===== src/rtl/bcd_seg7_scan_driver_if.sv =====
// -----------------------------------------------------------------------------
// bcd_seg7_scan_driver_if
// Groups the digit/load inputs and the segment/anode/tick outputs of the
// three-digit seven-segment scan driver.
//   hundreds/tens/ones : BCD digits from the upstream conversion stage
//   load               : capture strobe for all three digits
//   seg                : shared segment bus {g,f,e,d,c,b,a}
//   an                 : digit enables {hundreds,tens,ones}
//   frame_tick         : one-cycle pulse at the end of each 3-slot scan
// master = digit source / display consumer, slave = scan driver.
// -----------------------------------------------------------------------------
interface bcd_seg7_scan_driver_if;
  logic [3:0] hundreds;
  logic [3:0] tens;
  logic [3:0] ones;
  logic       load;
  logic [6:0] seg;
  logic [2:0] an;
  logic       frame_tick;

  modport master (
    output hundreds, tens, ones, load,
    input  seg, an, frame_tick
  );

  modport slave (
    input  hundreds, tens, ones, load,
    output seg, an, frame_tick
  );
endinterface


===== src/rtl/bcd_seg7_scan_driver.sv =====
// -----------------------------------------------------------------------------
// bcd_seg7_scan_driver
// Time-multiplexed three-digit seven-segment driver. Latches BCD digits on a
// load strobe and scans them (ones, tens, hundreds) onto a shared segment bus
// with per-digit anode enables, ghost blanking at the start of each slot and
// optional leading-zero blanking.
// Ports:
//   clk   : system clock
//   rst_n : asynchronous active-low reset
//   bus   : slave modport of bcd_seg7_scan_driver_if (digits, load, seg, an,
//           frame_tick)
// Outputs are registered from the pre-edge counter/slot/latched digits, so the
// display lags the internal state by one cycle.
// -----------------------------------------------------------------------------
module bcd_seg7_scan_driver #(
  parameter int DIV_CNT     = 50000, // clock cycles per digit slot
  parameter int BLANK_CYC   = 500,   // all-off cycles at slot start (0 = none)
  parameter int SEG_ACT_LOW = 1,     // 1 = segments active-low
  parameter int AN_ACT_LOW  = 1,     // 1 = anodes active-low
  parameter int LZ_BLANK    = 1      // 1 = leading-zero blanking
) (
  input  logic                         clk,
  input  logic                         rst_n,
  bcd_seg7_scan_driver_if.slave        bus
);

  localparam int                CNT_W    = (DIV_CNT > 1) ? $clog2(DIV_CNT) : 1;
  localparam logic [CNT_W-1:0]  CNT_LAST = CNT_W'(DIV_CNT - 1);

  // Slot index encoding, in scan order.
  localparam logic [1:0] SLOT_ONES = 2'd0;
  localparam logic [1:0] SLOT_TENS = 2'd1;
  localparam logic [1:0] SLOT_HUNS = 2'd2;

  localparam logic [6:0] SEG_OFF = (SEG_ACT_LOW != 0) ? 7'h7F : 7'h00;
  localparam logic [2:0] AN_OFF  = (AN_ACT_LOW  != 0) ? 3'b111 : 3'b000;

  // Active-high gfedcba pattern; codes above 9 show a dash.
  function automatic logic [6:0] decode(input logic [3:0] d);
    case (d)
      4'd0:    decode = 7'b0111111;
      4'd1:    decode = 7'b0000110;
      4'd2:    decode = 7'b1011011;
      4'd3:    decode = 7'b1001111;
      4'd4:    decode = 7'b1100110;
      4'd5:    decode = 7'b1101101;
      4'd6:    decode = 7'b1111101;
      4'd7:    decode = 7'b0000111;
      4'd8:    decode = 7'b1111111;
      4'd9:    decode = 7'b1101111;
      default: decode = 7'b1000000;
    endcase
  endfunction

  logic [CNT_W-1:0] cnt_q, cnt_d;
  logic [1:0]       idx_q, idx_d;
  logic [3:0]       hun_q, ten_q, one_q;
  logic [6:0]       seg_q, seg_d;
  logic [2:0]       an_q, an_d;
  logic             tick_q, tick_d;

  logic [3:0]       digit;
  logic [2:0]       an_on;
  logic             slot_blank;
  logic             ghost_blank;

  // Compare at 32 bits so a zero BLANK_CYC simply never blanks.
  assign ghost_blank = (32'(cnt_q) < 32'(BLANK_CYC));

  // NOTE: every signal assigned here gets a default first, so no path leaves
  // it unassigned and no latch is inferred.
  always_comb begin
    cnt_d       = cnt_q + 1'b1;
    idx_d       = idx_q;
    tick_d      = 1'b0;
    digit       = one_q;
    an_on       = 3'b000;
    slot_blank  = 1'b1;
    seg_d       = SEG_OFF;
    an_d        = AN_OFF;

    if (cnt_q == CNT_LAST) begin
      cnt_d  = '0;
      idx_d  = (idx_q == SLOT_HUNS) ? SLOT_ONES : idx_q + 2'd1;
      tick_d = (idx_q == SLOT_HUNS);
    end

    // Leading-zero blanking only ever triggers on a latched 0, so error codes
    // (>9) are never hidden.
    case (idx_q)
      SLOT_ONES: begin
        digit      = one_q;
        an_on      = 3'b001;
        slot_blank = 1'b0;
      end
      SLOT_TENS: begin
        digit      = ten_q;
        an_on      = 3'b010;
        slot_blank = (LZ_BLANK != 0) && (hun_q == 4'd0) && (ten_q == 4'd0);
      end
      SLOT_HUNS: begin
        digit      = hun_q;
        an_on      = 3'b100;
        slot_blank = (LZ_BLANK != 0) && (hun_q == 4'd0);
      end
      default: ;  // unreachable slot index: stay dark
    endcase

    if (!ghost_blank && !slot_blank) begin
      seg_d = (SEG_ACT_LOW != 0) ? ~decode(digit) : decode(digit);
      an_d  = (AN_ACT_LOW  != 0) ? ~an_on         : an_on;
    end
  end

  // NOTE: sequential state uses non-blocking assignments so every register
  // samples pre-edge values regardless of statement order.
  always_ff @(posedge clk or negedge rst_n) begin
    if (!rst_n) begin
      cnt_q  <= '0;
      idx_q  <= SLOT_ONES;
      hun_q  <= 4'd0;
      ten_q  <= 4'd0;
      one_q  <= 4'd0;
      seg_q  <= SEG_OFF;
      an_q   <= AN_OFF;
      tick_q <= 1'b0;
    end else begin
      cnt_q  <= cnt_d;
      idx_q  <= idx_d;
      seg_q  <= seg_d;
      an_q   <= an_d;
      tick_q <= tick_d;
      if (bus.load) begin
        hun_q <= bus.hundreds;
        ten_q <= bus.tens;
        one_q <= bus.ones;
      end
    end
  end

  assign bus.seg        = seg_q;
  assign bus.an         = an_q;
  assign bus.frame_tick = tick_q;

endmodule

===== src/flat_wrapper.sv =====
// flat-port wrapper written by rule: the top's interface ports become plain ports
module bcd_seg7_scan_driver_flat 
#(
  parameter int DIV_CNT     = 50000,                               
  parameter int BLANK_CYC   = 500,                                             
  parameter int SEG_ACT_LOW = 1,                               
  parameter int AN_ACT_LOW  = 1,                             
  parameter int LZ_BLANK    = 1                                  
)
  (clk, rst_n, bus_hundreds, bus_tens, bus_ones, bus_load, bus_seg, bus_an, bus_frame_tick);
  bcd_seg7_scan_driver_if bus_i ();
  input  logic clk;
  input  logic rst_n;
  input wire logic [$bits(bus_i.hundreds)-1:0] bus_hundreds;
  input wire logic [$bits(bus_i.tens)-1:0] bus_tens;
  input wire logic [$bits(bus_i.ones)-1:0] bus_ones;
  input wire logic [$bits(bus_i.load)-1:0] bus_load;
  output wire logic [$bits(bus_i.seg)-1:0] bus_seg;
  output wire logic [$bits(bus_i.an)-1:0] bus_an;
  output wire logic [$bits(bus_i.frame_tick)-1:0] bus_frame_tick;
  assign bus_i.hundreds = bus_hundreds;
  assign bus_i.tens = bus_tens;
  assign bus_i.ones = bus_ones;
  assign bus_i.load = bus_load;
  assign bus_seg = bus_i.seg;
  assign bus_an = bus_i.an;
  assign bus_frame_tick = bus_i.frame_tick;
  bcd_seg7_scan_driver #(.DIV_CNT(DIV_CNT), .BLANK_CYC(BLANK_CYC), .SEG_ACT_LOW(SEG_ACT_LOW), .AN_ACT_LOW(AN_ACT_LOW), .LZ_BLANK(LZ_BLANK)) u_core (.clk(clk), .rst_n(rst_n), .bus(bus_i));
endmodule

===== config.mk =====
export PLATFORM = sky130hd
export DESIGN_NAME = bcd_seg7_scan_driver_flat
export DESIGN_NICKNAME = d
export VERILOG_FILES = /design/src/rtl/bcd_seg7_scan_driver_if.sv /design/src/rtl/bcd_seg7_scan_driver.sv /design/src/flat_wrapper.sv
export SDC_FILE = /design/constraint.sdc
export NUM_CORES = 1
export LEC_CHECK = 0
export CAP_MARGIN = 20
export CORE_ASPECT_RATIO = 0.75
export CORE_UTILIZATION = 40
export CTS_BUF_LIST = sky130_fd_sc_hd__clkbuf_4 sky130_fd_sc_hd__clkbuf_8 sky130_fd_sc_hd__clkbuf_16
export CTS_CLUSTER_SIZE = 14
export DETAILED_ROUTE_END_ITERATION = 10
export SYNTH_ARGS = -nofsm -noshare
export SYNTH_HDL_FRONTEND = slang
export SYNTH_SLANG_ARGS = --single-unit

===== constraint.sdc =====
create_clock -name clk -period 2.4 [get_ports clk]
set_input_delay 0.24 -clock clk [delete_from_list [all_inputs] [get_ports clk]]
set_output_delay 0.24 -clock clk [all_outputs]
set_load 0.01 [all_outputs]

; After elaboration in Yosys (flattened, before gate mapping)
; Memories as Yosys holds them, arrays and structs flattened.
; Index checks and enable logic that the tools add are counted.
[op_classes]
addsub = 2
mul = 0
n_div = 0
order_cmp = 1
eq_ne = 3
shifts = 0
n_mux = 9
bitwise = 2
reduce_logical = 7
[ops]
columns = op, n
row1 = $add 16x1->16 const B, 1
row2 = $eq 16x16->1 const B, 1
row3 = $lt 16x9->1 const B, 1
row4 = $mux 16, 1
row5 = $mux 7, 2
row6 = $pmux 3 s3, 1
row7 = $logic_not 4->1, 2
row8 = $pmux 4 s2, 1
row9 = $not 7->7, 1
row10 = $mux 3, 1
row11 = $not 3->3, 1
row12 = $pmux 1 s3, 1
row13 = $add 2x1->2 const B, 1
row14 = $eq 2x1->1 const B, 1
row15 = $eq 2x2->1 const B, 1
row16 = $logic_and 1x1->1, 2
row17 = $logic_not 1->1, 2
row18 = $logic_not 2->1, 1
row19 = $mux 2, 1
row20 = $mux 1, 1
[word_totals]
reg_bits = 41
latchBits = 0
mem_bits_rw = 0
romBits = 112
inputBits = 15
output_inout_bits = 11
word_cells = 33
mem_count = 1
[memory_table]
columns = memory, depth, width, read_ports, rd_ports_with_merged_regs, wr, line
row1 = (name not given), 16, 7, 1, 0, 0, bcd_seg7_scan_driver.sv:40  ; case (d)

; Depth between registers and ports, before layout
[logic_depth]
ltp_word = 8
ltp_mapped = 10
mapped_depth_nobuf = 9

; Worst setup path after synthesis
; Ideal clock, no wire load.
[synth_path]
kind = reg-to-reg
start = register u_core.idx_q[0]
end = register u_core.seg_q[5] (netlist: u_core.bus.seg[5])
setup_time_ps = 111
t_arrival_ps = 2009
required_ps = 2289
slack_ps = 280
path_stages_with_launch = 10
n_path_buf = 1
period_less_slack_ps = 2120
cell_sequence = dfrtp_1 inv_1 ha_1 clkbuf_1 nor2_1 a21oi_1 inv_1 ha_1 and2_1 o311ai_0
[synth_via]
elab_chain_len = 6
elab_cells_between_ends = 11
classes_between = eq/ne (2) / mux (4) / bitwise (1) / reduce/logical (3) / memory (1)
[synth_lines]
columns = item, line
row1 = start: declaration, bcd_seg7_scan_driver.sv:56  ; logic [1:0] idx_q, idx_d;
row2 = start signal: assignment, bcd_seg7_scan_driver.sv:129  ; idx_q <= idx_d;
row3 = $eq 2x2->1 / $eq 2x1->1 (equally long branches), bcd_seg7_scan_driver.sv:90  ; case (idx_q)
row4 = $pmux 4 s2, bcd_seg7_scan_driver.sv:90
row5 = $mem_v2 16x7, --
row6 = $mux 7, bcd_seg7_scan_driver.sv:109  ; if (!ghost_blank && !slot_blank) begin
row7 = $not 7->7, bcd_seg7_scan_driver.sv:110  ; seg_d = (SEG_ACT_LOW != 0) ? ~decode(digit) : decode(digit);
row8 = $mux 7 *, bcd_seg7_scan_driver.sv:109
row9 = net u_core.seg_d[5], bcd_seg7_scan_driver.sv:58  ; logic [6:0] seg_q, seg_d;
row10 = end signal: assignment, bcd_seg7_scan_driver.sv:130  ; seg_q <= seg_d;
row11 = end: declaration, bcd_seg7_scan_driver.sv:58
; Mark *: on every way through the listed nets, which the timed path passes. The rest lies on a longest branch. The select of a mux whose other input is x is not followed.
; A chain may end at the register's enable or synchronous reset.

; Final worst setup path
; Ends and elaborated chain as after synthesis.

==> metrics.yaml <==
synth_top_family_by_area: "simple AND/OR/NAND/NOR gates"
cts_max_level: 2
tightest_slew_ns: 0.908
dp_hpwl_um: 2900
ys_seq_area_frac: 0.511
track_usage: 0.162
power_leakage_uw: 0.00101
violations: "design-rule violations"
fmax_mhz: 450
p_per_area_nw_per_um2: 529
grt_setup_unrepaired: "no"
drive_gt1_frac: 0.205
die_x_um: 84.3
hold_buffers: 0
maxSlewViolCount: 0
wire_per_inst_um: 15.0
ys_warn_count: 0
synth.avg_cell_area_um2: 11.6
max_slew_margin: 0.395
synth-xor-area-share: 0.0431
drt_iter0_markers: 83
diodes: 0
path_max_fanout: 10
r2r_slack_ns: 0.18
cts-root-buf: "clkbuf_8"
via_count: 1389
portBuffers: 25
dieArea_um2: 5380
synth-seq-cells: 41
cts_sinks: 41
path_cells: "inv_1 -> ha_2 -> nor2_1 -> a21oi_1 -> inv_1 -> ha_1 -> and2_1 -> o311ai_0"
hold_violations: 0
finalWorstSetupSlack_ns: 0.179
ctsResizeCount: 0
vias_per_cell: 5.24
cpPeakStageDelay_ns: 0.43
cts_setup_buffers: 0
grt_max_degree: 42
syn_nets: 202
first_pass_iters: 7
synthAdderAreaFrac: 0.0738
ys_types: 45
die_h_um: 63.7
cp_slowest_cell: "ha_2"
ir_drop_mv: 0.260
holdWs_ns: 0.0886
arrival_ns: 2.40
dp_slack_ns: 0.158
cap_viol_max_count: 0
hold_class: "primary input to async pin"
antenna_found_initial: 0
synth_mux_area_frac: 0.0665
grt_pass1_vias: 1386
area_delta_synth_final_pct: 18.8
clock_latency_ns: 0.28
drt_wl_total_um: 3980
finalSetupViolCount: 0
nFillCells: 443
cp.required_ns: 2.58
period_share: 0.925
synth_compound_area_frac: 0.114
status: "finished, violations left"
start_kind: "flop"
routabilityCongestion: 0.841
cts_tree: "built"
cpMostUsedCell: "inv_1"
start_util: 0.415
synthCells: 175
grt_first_pass_wirelength_um: 6670
io_pins: 26
netlist_area_um2: 2030
clockBufferDepth: 2
cts-buffers-inserted: 5
criticalPathCategory: "flop to flop"
endpoint_kind: "flop"
core_um2: 4900
grt_overflow_total: 0
clock_skew_ns: 0.00521
crit_family: "adder cells"
nets: 231
min_period_ns: 2.22
synthSimpleGateAreaFrac: 0.159
drc_errors: 5
clk_pin_slew_ns: 0.08
row_count: 22
cp_num_buf_inv: 2
total_power_uw: 1280
tns_ns: 0
ant_nets: 0
-- report_power, final --
part	internal, uW	switching, uW	total, uW
clock	213	222	434
sequential	712	19.9	732
combinational	55.5	56.7	112
total	980	298	1280
-- cell usage after synthesis (all sizes together) --
master	number	share of area
dfrtp	31	0.38
nor2	15	0.028
ha	12	0.074
mux2	12	0.066
dfstp	10	0.13
nand2	10	0.018
a21oi	8	0.022
inv	6	0.011
o21ai	6	0.015
xnor2	5	0.022
xor2	5	0.022
a22oi	4	0.015
and3	4	0.012
nand3	4	0.016
nor4	4	0.020
a211oi	3	0.014
buf	3	0.013
nand4	3	0.0092
o211ai	3	0.011
o31ai	3	0.011
or4	3	0.013
a21o	2	0.0074
and2	2	0.0062
clkbuf	2	0.0086
nor2b	2	0.0062
o21a	2	0.0074
or3	2	0.0068
a311oi	1	0.0043
and4	1	0.0049
nand3b	1	0.0037
nand4b	1	0.0043
nand4bb	1	0.0055
nor3	1	0.0025
o21bai	1	0.0037
o311ai	1	0.0043
or2	1	0.0031
-- worst paths after layout --
check | from | to | cells after the start
worst min-delay path | rst_n | u_core.cnt_q[15]$_DFF_PN0_ | 1
max in group asynchronous | rst_n | u_core.idx_q[1]$_DFFE_PN0N_ | 1
worst max-delay path | u_core.idx_q[0]$_DFFE_PN0N_ | u_core.bus.seg[5]$_DFF_PN1_ | 8
min in group clk | u_core.cnt_q[0]$_DFF_PN0_ | u_core.cnt_q[0]$_DFF_PN0_ | 1
worst min register to register | u_core.cnt_q[0]$_DFF_PN0_ | u_core.cnt_q[0]$_DFF_PN0_ | 1
worst max register to register | u_core.idx_q[0]$_DFFE_PN0N_ | u_core.bus.seg[5]$_DFF_PN1_ | 8
-- cell usage in the layout (no fill, tap or decap), types with 5 or more instances in the layout --
cell	netlist	final
mux2_2	12	12
o21ai_0	5	5
clkdlybuf4s50_1	0	24
dfstp_2	10	10
xnor2_1	5	5
nand2_1	10	10
nor2_1	15	15
xor2_1	5	5
dfrtp_1	31	31
inv_1	6	6
clkbuf_8	1	5
ha_1	12	10
a21oi_1	7	7
-- through the flow --
| stage | std cells | instance area (um2) | utilization |
|---|---|---|---|
| after floorplan | 175 | 2030 | - |
| after global placement | 257 | 2320 | 0.474 |
| final | 265 | 2420 | 0.493 |
| after CTS | 265 | 2410 | 0.492 |
| after detailed placement | 257 | 2320 | 0.474 |
| after global routing | 265 | 2420 | 0.493 |
-- worst register-to-register path, stage by stage, from the launching register on --
cell and delay, ns:
dfrtp_1 0.41, inv_1 0.12, ha_2 0.43, nor2_1 0.07, a21oi_1 0.26, inv_1 0.16
ha_1 0.22, and2_1 0.14, o311ai_0 0.31
-- kinds of logic after synthesis --
| family | Yosys count |
|---|---|
| and+or+nand+nor | 55 |
| DFF | 41 |
| AOI/OAI and AO/OA | 34 |
| muxes | 12 |
| adders and majority gates | 12 |
| buffers and inverters | 11 |
| xor gates and xnor gates | 10 |
-- cell type report --
type | count | area (um2) | share of cell area
Multi-Input combinational cell | 123 | 933 | 0.386
Timing Repair Buffer | 27 | 260 | 0.108
Sequential cell | 41 | 1040 | 0.430
Inverter | 6 | 22.5 | 0.00932
Clock inverter | 2 | 10.0 | 0.00414
Tap cell | 60 | 75.1 | 0.0311
Clock buffer | 6 | 76.3 | 0.0316
-- sequential cells by signal (all words and copies together), names as in the netlist --
| name | count |
|---|---|
| u_core.hun_q | 4 |
| u_core.bus.seg | 7 |
| u_core.bus.an | 3 |
| u_core.cnt_q | 16 |
| u_core.bus.frame_tick | 1 |
| u_core.one_q | 4 |
| u_core.ten_q | 4 |
| u_core.idx_q | 2 |
-- layer usage --
layer | vias up | global-route usage | share of wire
met4 | 0 | 0.0453 | 0
met2 | 33 | 0.228 | 0.41
li1 | 682 | - | -
met3 | 0 | 0.0439 | 0.041
met5 | - | 0 | 0
met1 | 674 | 0.242 | 0.54
(Power assumes the default switching activity.)
